**src/rtl/fpu_cmd_arbiter.sv**
```systemverilog
// Shares one fpu between core issue (0) and loader (1), round-robin, one command in flight.
// Latency: accept t -> fpu_ready t+1 -> resp pulse one cycle after fpu_valid; reqN_ready only in IDLE.
// Optional BUSY watchdog (aborts with resp_err) when FPU_ARB_TIMEOUT_EN is defined.
module fpu_cmd_arbiter #(
  parameter int OP_W           = 6,
  parameter int REG_W          = 5,
  parameter int DATA_W         = 32,
  parameter int TIMEOUT_CYCLES = 1024
) (
  input  logic              clk,
  input  logic              rst,
  input  logic              req0_valid,
  output logic              req0_ready,
  input  logic [OP_W-1:0]   req0_op,
  input  logic [REG_W-1:0]  req0_x1,
  input  logic [REG_W-1:0]  req0_x2,
  input  logic [REG_W-1:0]  req0_y,
  input  logic [DATA_W-1:0] req0_data,
  input  logic              req1_valid,
  output logic              req1_ready,
  input  logic [OP_W-1:0]   req1_op,
  input  logic [REG_W-1:0]  req1_x1,
  input  logic [REG_W-1:0]  req1_x2,
  input  logic [REG_W-1:0]  req1_y,
  input  logic [DATA_W-1:0] req1_data,
  output logic              resp0_valid,
  output logic              resp1_valid,
  output logic [DATA_W-1:0] resp_data,
  output logic              resp_cond,
  output logic              resp_err,
  output logic [OP_W-1:0]   fpu_operation,
  output logic [REG_W-1:0]  fpu_x1,
  output logic [REG_W-1:0]  fpu_x2,
  output logic [REG_W-1:0]  fpu_y,
  output logic [DATA_W-1:0] fpu_in_data,
  output logic              fpu_ready,
  input  logic              fpu_valid,
  input  logic [DATA_W-1:0] fpu_out_data,
  input  logic              fpu_cond
);

  typedef struct packed {
    logic [OP_W-1:0]   op;
    logic [REG_W-1:0]  x1;
    logic [REG_W-1:0]  x2;
    logic [REG_W-1:0]  y;
    logic [DATA_W-1:0] data;
  } cmd_t;

  typedef enum logic [1:0] {
    ST_IDLE = 2'd0,
    ST_BUSY = 2'd1,
    ST_RESP = 2'd2
  } state_t;

  state_t state_q, state_d;
  cmd_t   cmd0, cmd1, sel_cmd, cmd_q;
  logic   grant;
  logic   accept;
  logic   done;
  logic   tmo;
  logic   tmo_hit;
  logic   owner_q;
  logic   last_grant_q;

  assign cmd0    = {req0_op, req0_x1, req0_x2, req0_y, req0_data};
  assign cmd1    = {req1_op, req1_x1, req1_x2, req1_y, req1_data};
  assign sel_cmd = grant ? cmd1 : cmd0;

  assign fpu_operation = cmd_q.op;
  assign fpu_x1        = cmd_q.x1;
  assign fpu_x2        = cmd_q.x2;
  assign fpu_y         = cmd_q.y;
  assign fpu_in_data   = cmd_q.data;

  assign resp0_valid = (state_q == ST_RESP) && !owner_q;
  assign resp1_valid = (state_q == ST_RESP) &&  owner_q;

  always_ff @(posedge clk or posedge rst) begin
    if (rst) begin
      state_q <= ST_IDLE;
    end else begin
      state_q <= state_d;
    end
  end

  always_comb begin
    state_d    = state_q;
    grant      = 1'b0;
    accept     = 1'b0;
    done       = 1'b0;
    tmo        = 1'b0;
    req0_ready = 1'b0;
    req1_ready = 1'b0;
    unique case (state_q)
      ST_IDLE: begin
        if (req0_valid || req1_valid) begin
          // Under contention the requester that did not win last time goes next.
          grant      = (req0_valid && req1_valid) ? ~last_grant_q : req1_valid;
          accept     = 1'b1;
          req0_ready = ~grant;
          req1_ready = grant;
          state_d    = ST_BUSY;
        end
      end
      ST_BUSY: begin
        if (fpu_valid) begin
          done    = 1'b1;
          state_d = ST_RESP;
        end else if (tmo_hit) begin
          tmo     = 1'b1;
          state_d = ST_RESP;
        end
      end
      ST_RESP: begin
        state_d = ST_IDLE;
      end
      default: begin
        state_d = ST_IDLE;
      end
    endcase
  end

  always_ff @(posedge clk or posedge rst) begin
    if (rst) begin
      cmd_q        <= '0;
      owner_q      <= 1'b0;
      last_grant_q <= 1'b1;
      fpu_ready    <= 1'b0;
      resp_data    <= '0;
      resp_cond    <= 1'b0;
    end else begin
      if (accept) begin
        cmd_q        <= sel_cmd;
        owner_q      <= grant;
        last_grant_q <= grant;
        fpu_ready    <= 1'b1;
      end else if (done || tmo) begin
        fpu_ready    <= 1'b0;
      end
      if (done) begin
        resp_data <= fpu_out_data;
        resp_cond <= fpu_cond;
      end else if (tmo) begin
        resp_data <= '0;
        resp_cond <= 1'b0;
      end
    end
  end

`ifdef FPU_ARB_TIMEOUT_EN
  localparam int CNT_W = (TIMEOUT_CYCLES > 1) ? $clog2(TIMEOUT_CYCLES) : 1;

  logic [CNT_W-1:0] tmo_cnt_q;
  logic             resp_err_q;

  // Counts BUSY cycles that end without fpu_valid; restarts with every accepted command.
  always_ff @(posedge clk or posedge rst) begin
    if (rst) begin
      tmo_cnt_q <= '0;
    end else if (accept) begin
      tmo_cnt_q <= '0;
    end else if ((state_q == ST_BUSY) && !fpu_valid) begin
      tmo_cnt_q <= tmo_cnt_q + CNT_W'(1);
    end
  end

  assign tmo_hit = (tmo_cnt_q == CNT_W'(TIMEOUT_CYCLES - 1));

  always_ff @(posedge clk or posedge rst) begin
    if (rst) begin
      resp_err_q <= 1'b0;
    end else if (done) begin
      resp_err_q <= 1'b0;
    end else if (tmo) begin
      resp_err_q <= 1'b1;
    end
  end

  assign resp_err = resp_err_q;
`else
  logic unused_timeout_cfg;

  assign tmo_hit            = 1'b0;
  assign resp_err           = 1'b0;
  assign unused_timeout_cfg = |TIMEOUT_CYCLES;
`endif

endmodule

```
**config.mk**
```make
export PLATFORM = sky130hd
export DESIGN_NAME = fpu_cmd_arbiter
export DESIGN_NICKNAME = d
export VERILOG_FILES = /design/src/rtl/fpu_cmd_arbiter.sv
export SDC_FILE = /design/constraint.sdc
export NUM_CORES = 1
export LEC_CHECK = 0
export ABC_AREA = 1
export CAP_MARGIN = 15
export CORE_MARGIN = 1.5
export CORE_UTILIZATION = 40
export CTS_CLUSTER_SIZE = 24
export DETAILED_ROUTE_END_ITERATION = 7
export GPL_TIMING_DRIVEN = 1
export PLACE_DENSITY = 0.82
export SYNTH_ARGS = -nofsm -noshare
export SYNTH_HDL_FRONTEND = slang
export SYNTH_SLANG_ARGS = --single-unit
export TNS_END_PERCENT = 100
```
**constraint.sdc**
```tcl
create_clock -name clk -period 4.15 [get_ports clk]
set_input_delay 0.415 -clock clk [delete_from_list [all_inputs] [get_ports clk]]
set_output_delay 0.415 -clock clk [all_outputs]
set_load 0.02 [all_outputs]
```
==> Word-level counts from Yosys, hierarchy flattened <==
Index checks and enable logic that the tools add are counted.
{ "word_totals": {"register_bits": 91, "latchBits": 0, "mem_bits_rw": 0, "romBits": 0, "inputBits": 144, "word_cells": 42, "n_memories": 0} }
{ "classes": {"addsub": 0, "multipliers": 0, "n_div": 0, "magnitude_cmp": 0, "n_eq_ne": 4, "shifts": 0, "muxes": 17, "bitwise_logic": 2, "reduce_logical": 8} }
{ "ops": {"columns": ["operator", "count"], "rows": [
  ["53-bit 2-to-1 mux", 1],
  ["32-bit 2-to-1 mux", 1],
  ["1-bit 2-to-1 mux", 12],
  ["2-bit 2-to-1 mux", 2],
  ["2-bit inequality test (second input constant)", 2],
  ["2-bit one-hot mux with 2 select lines", 1],
  ["1-bit logical AND", 3],
  ["2-bit by 1-bit equality test with 1-bit output (second input constant)", 1],
  ["2-bit equality test (second input constant)", 1],
  ["2-bit zero test", 1],
  ["1-bit inverter", 2],
  ["2-bit AND reduction", 1],
  ["2-bit nonzero test", 1],
  ["1-bit zero test", 1],
  ["1-bit logical OR", 1]
]} }

==> Longest topological paths before layout <==
{ "logic_depth": {"word_depth": 5, "mapped_depth": 9} }

==> Least setup slack after synthesis <==
Ideal clock, no wire load.
{ "synth_path": {"kind": "reg2out", "from": "register last_grant_q", "to": "output req1_ready", "t_arrival_ns": 1.176, "required_time_ns": 3.735, "path_slack_ns": 2.559, "path_stages_with_launch": 6, "cell_sequence": "dfstp_2 nand2_1 nand3_1 buf_4 buf_2 inv_1"} }
{ "synth_via": {"elab_chain_len": 4} }
{ "synth_lines": {"columns": ["element", "line_no", "rtl"], "rows": [
  ["start, declared", "64", "logic last_grant_q;"],
  ["start signal, assigned", "136", "last_grant_q <= grant;"],
  ["1-bit inverter", "99", "grant = (req0_valid && req1_valid) ? ~last_grant_q : req1_valid;"],
  ["1-bit 2-to-1 mux", "99", null],
  ["1-bit 2-to-1 mux", "97", "if (req0_valid || req1_valid) begin"],
  ["1-bit 2-to-1 mux", "95", "unique case (state_q)"],
  ["end, declared", "20", "output logic req1_ready,"]
]} }
Every way passes these cells.

==> Worst setup path in the final report <==
{ "layout_path": {"from": "input req1_valid", "to": "output req0_ready"} }
{ "layout_via": {"elab_chain_len": 5, "elab_cells_between_ends": 6, "cone_classes": "mux: 3; bitwise: 1; reduce/logical: 2"} }
{ "layout_lines": {"columns": ["element", "line_no", "rtl"], "rows": [
  ["start, declared", "19", "input logic req1_valid,"],
  ["1-bit logical AND", "99", null],
  ["1-bit 2-to-1 mux", "99", null],
  ["1-bit inverter", "101", "req0_ready = ~grant;"],
  ["1-bit 2-to-1 mux *", "97", null],
  ["1-bit 2-to-1 mux *", "95", null],
  ["end, declared", "13", "output logic req0_ready,"]
]} }
Every way passes the cells marked *; elsewhere a longest branch is shown, timed or not.

==> metrics <==
Die W 109 um; clk buf depth 2; adder-cell share of the synthesized area 0%; post-synthesis simple-gate area fraction 37.6%; main combinational cell family by area after synthesis simple AND/OR/NAND/NOR gates; critical path capture point type output pin; nets slightly below 1000; outcome completed; Worst-Skew Late Latency 0.33 ns; Cell Rows 38; crit path from req1_valid; port bufs 234; critical path peak fanout 41; max-cap viol count 0; cts hold-fix bufs 0; hold path startpoint last_grant_q; clk root buf clkbuf_16; startpoint types input pin; fin crit period 2.82 ns; leak pwr 3.83 nW; CTS tree built; number of antenna violations at the first check in global routing 0; combinational group share of total power 53.5%; CTS Sinks between 90 and 100; initial DRC count 291; Slew Limit Fails 0; Int Pwr about 3.0 mW; endpoints failing hold 0; Hold WS 0.466 ns; Synth Area in Compound Gates 0.221%; Critical Path AT 2.40 ns; worst setup path class input pin to output pin; total chip power 5.10 mW; # setup viols final 0; Critical Path RT 3.73 ns; Clock transition at path regs 0.06 ns; final wirelength 13800 um; Pre-antenna DRT Iters 4; Synth Cell Area 4530 um2; Flop pwr share between 30 and 40%; GRT overflow 0; Post-route DRC 0; synthesized flop and latch total 91; clock skew 0.00428 ns; number of H-tree levels 3; num ports between 200 and 250; Total GRT Usage 23.2%; Reg-to-Reg End owner_q; switching pwr 2.12 mW; Core Box Area 10900 um2; Syn. warnings 0; Die Footprint roughly 12000 um2; top cells by count, synth nand2_1 (343), dfrtp_1 (90), inv_1 (74); Hold Path Depth 2; Hold Path Class register to register; Starting Density around two fifths; syn_nets roughly 770; largest net degree at the start of global routing 58; Clock Power Share between 10% and 20%; vias 4538; most frequent cell after synthesis nand2_1; number of synthesized flops with an enable pin 0; TritonCTS buffer count 9; XOR/XNOR Fraction of Synth Area 0%; Avg Inst Size Synth 7.25 um2; postcts setup bufs 0; final period utilization about two thirds; DP HPWL roughly 9700 um; async set or reset register ratio after synthesis 100%; antenna viol nets, final 0; Antenna diodes 0; fmax 355 MHz; Slew HR 44.7%; cell taking the most area after synthesis dfrtp_1; Worst IR Drop VDD 456 uV; r2r setup slk 1.87 ns; Yosys cell types 18; global placement routability congestion 0.777; layout cells sized above 1 3.08%; Resize count post-CTS 0; Worst-Margin Slew 0.828 ns; Worst Hold Endpoint last_grant_q; WL/cell 14.0 um; total negative slack 0 ns; sw frac about two fifths; RSZ-0062 raised after global routing no; Post-Syn Instances 625; die extent in y 109 um; Worst R2R Path Depth 4; via/cell ratio 4.61; ys flop type dfrtp_1; RR Startpoint state_q[0]; Power Dens Cells 714 nW/um2; top cells by area, synth dfrtp_1 (50%), nand2_1 (28%), inv_1 (6.1%); vias in the first global route 4388; P&R area growth vs syn 57.7%; top-area cell type share of the netlist area 49.7%; post-synthesis mux area share 0%; global-route wire length before repair 21500 um; Seq/Total Area, Yosys about half
-- sequential cells by signal (all words and copies together) (netlist names) --
| name | flops |
|---|---|
| owner_q | 1 |
| resp_cond | 1 |
| fpu_y | 5 |
| fpu_x1 | 5 |
| fpu_in_data | 32 |
| fpu_ready | 1 |
| last_grant_q | 1 |
| resp_data | 32 |
| fpu_operation | 6 |
| fpu_x2 | 5 |
| state_q | 2 |
-- critical path, stage by stage --
cell             delay [ns]
clkdlybuf4s50_1        0.46
buf_4                  0.22
inv_1                  0.10
nand2_4                0.38
nand3_2                0.13
inv_1                  0.08
clkdlybuf4s50_1        0.61
-- stage by stage --
stage	setup WS, ns	area [um2]	cells	util (%)
after floorplan	1.37	4530	625	-
after global placement	1.34	6860	969	62.8
after detailed placement	1.33	6860	969	62.8
after CTS	1.33	7140	985	65.3
after global routing	1.23	7140	985	65.3
final	1.33	7140	985	65.3
-- power groups by stage --
stage | Sequential, mW | Combinational, mW | Clock, mW
3_3_place_gp | 1.57 | 2.70 | 0
3_5_place_dp | 1.58 | 2.75 | 0
4_1_cts | 1.57 | 2.76 | 0.809
2_1_floorplan | 2.08 | 1.04 | 0
6_report | 1.58 | 2.73 | 0.793
5_1_grt | 1.63 | 2.98 | 0.845
-- logic make-up after synthesis --
family          Yosys count
simple gates            418
buf+inv                 113
flops                    91
compound gates            2
other cells               1
-- placed cells by master, fill, tap and decap left out, types with 3 or more instances in the layout --
| master | netlist | layout |
|---|---|---|
| dfrtp_1 | 90 | 90 |
| clkbuf_1 | 6 | 6 |
| nand4_1 | 14 | 14 |
| nand3_2 | 2 | 3 |
| inv_1 | 74 | 73 |
| nand3_1 | 54 | 53 |
| nand2_1 | 343 | 343 |
| buf_4 | 8 | 7 |
| clkdlybuf4s50_1 | 0 | 234 |
| clkbuf_16 | 0 | 9 |
-- per-layer routing --
| metal | GRT usage [%] | wire length, um | vias to the layer above |
|---|---|---|---|
| li1 | - | - | 2287 |
| met1 | 30.2 | 5810 | 2080 |
| met2 | 38.8 | 6800 | 152 |
| met3 | 5.16 | 887 | 19 |
| met4 | 6.68 | 269 | 0 |
| met5 | 0 | 0 | - |
-- area by class of cell --
cell class | count | area [um2]
clock inverters | 1 | 30.0
clock buffers | 15 | 248
repair buffers | 241 | 2390
multi-input cells | 421 | 1730
well taps | 140 | 175
inverters | 76 | 287
fillers | 943 | 3790
flip-flops and latches | 91 | 2280
-- how the worst max path moves through the flow --
stage,end,depth (start not counted)
after CTS,req0_ready,7
after detailed placement,req0_ready,7
after floorplan,fpu_in_data[0],1
final,req0_ready,7
after global routing,req0_ready,7
after global placement,req0_ready,7
No activity file was read; power rests on OpenSTA's default activity.
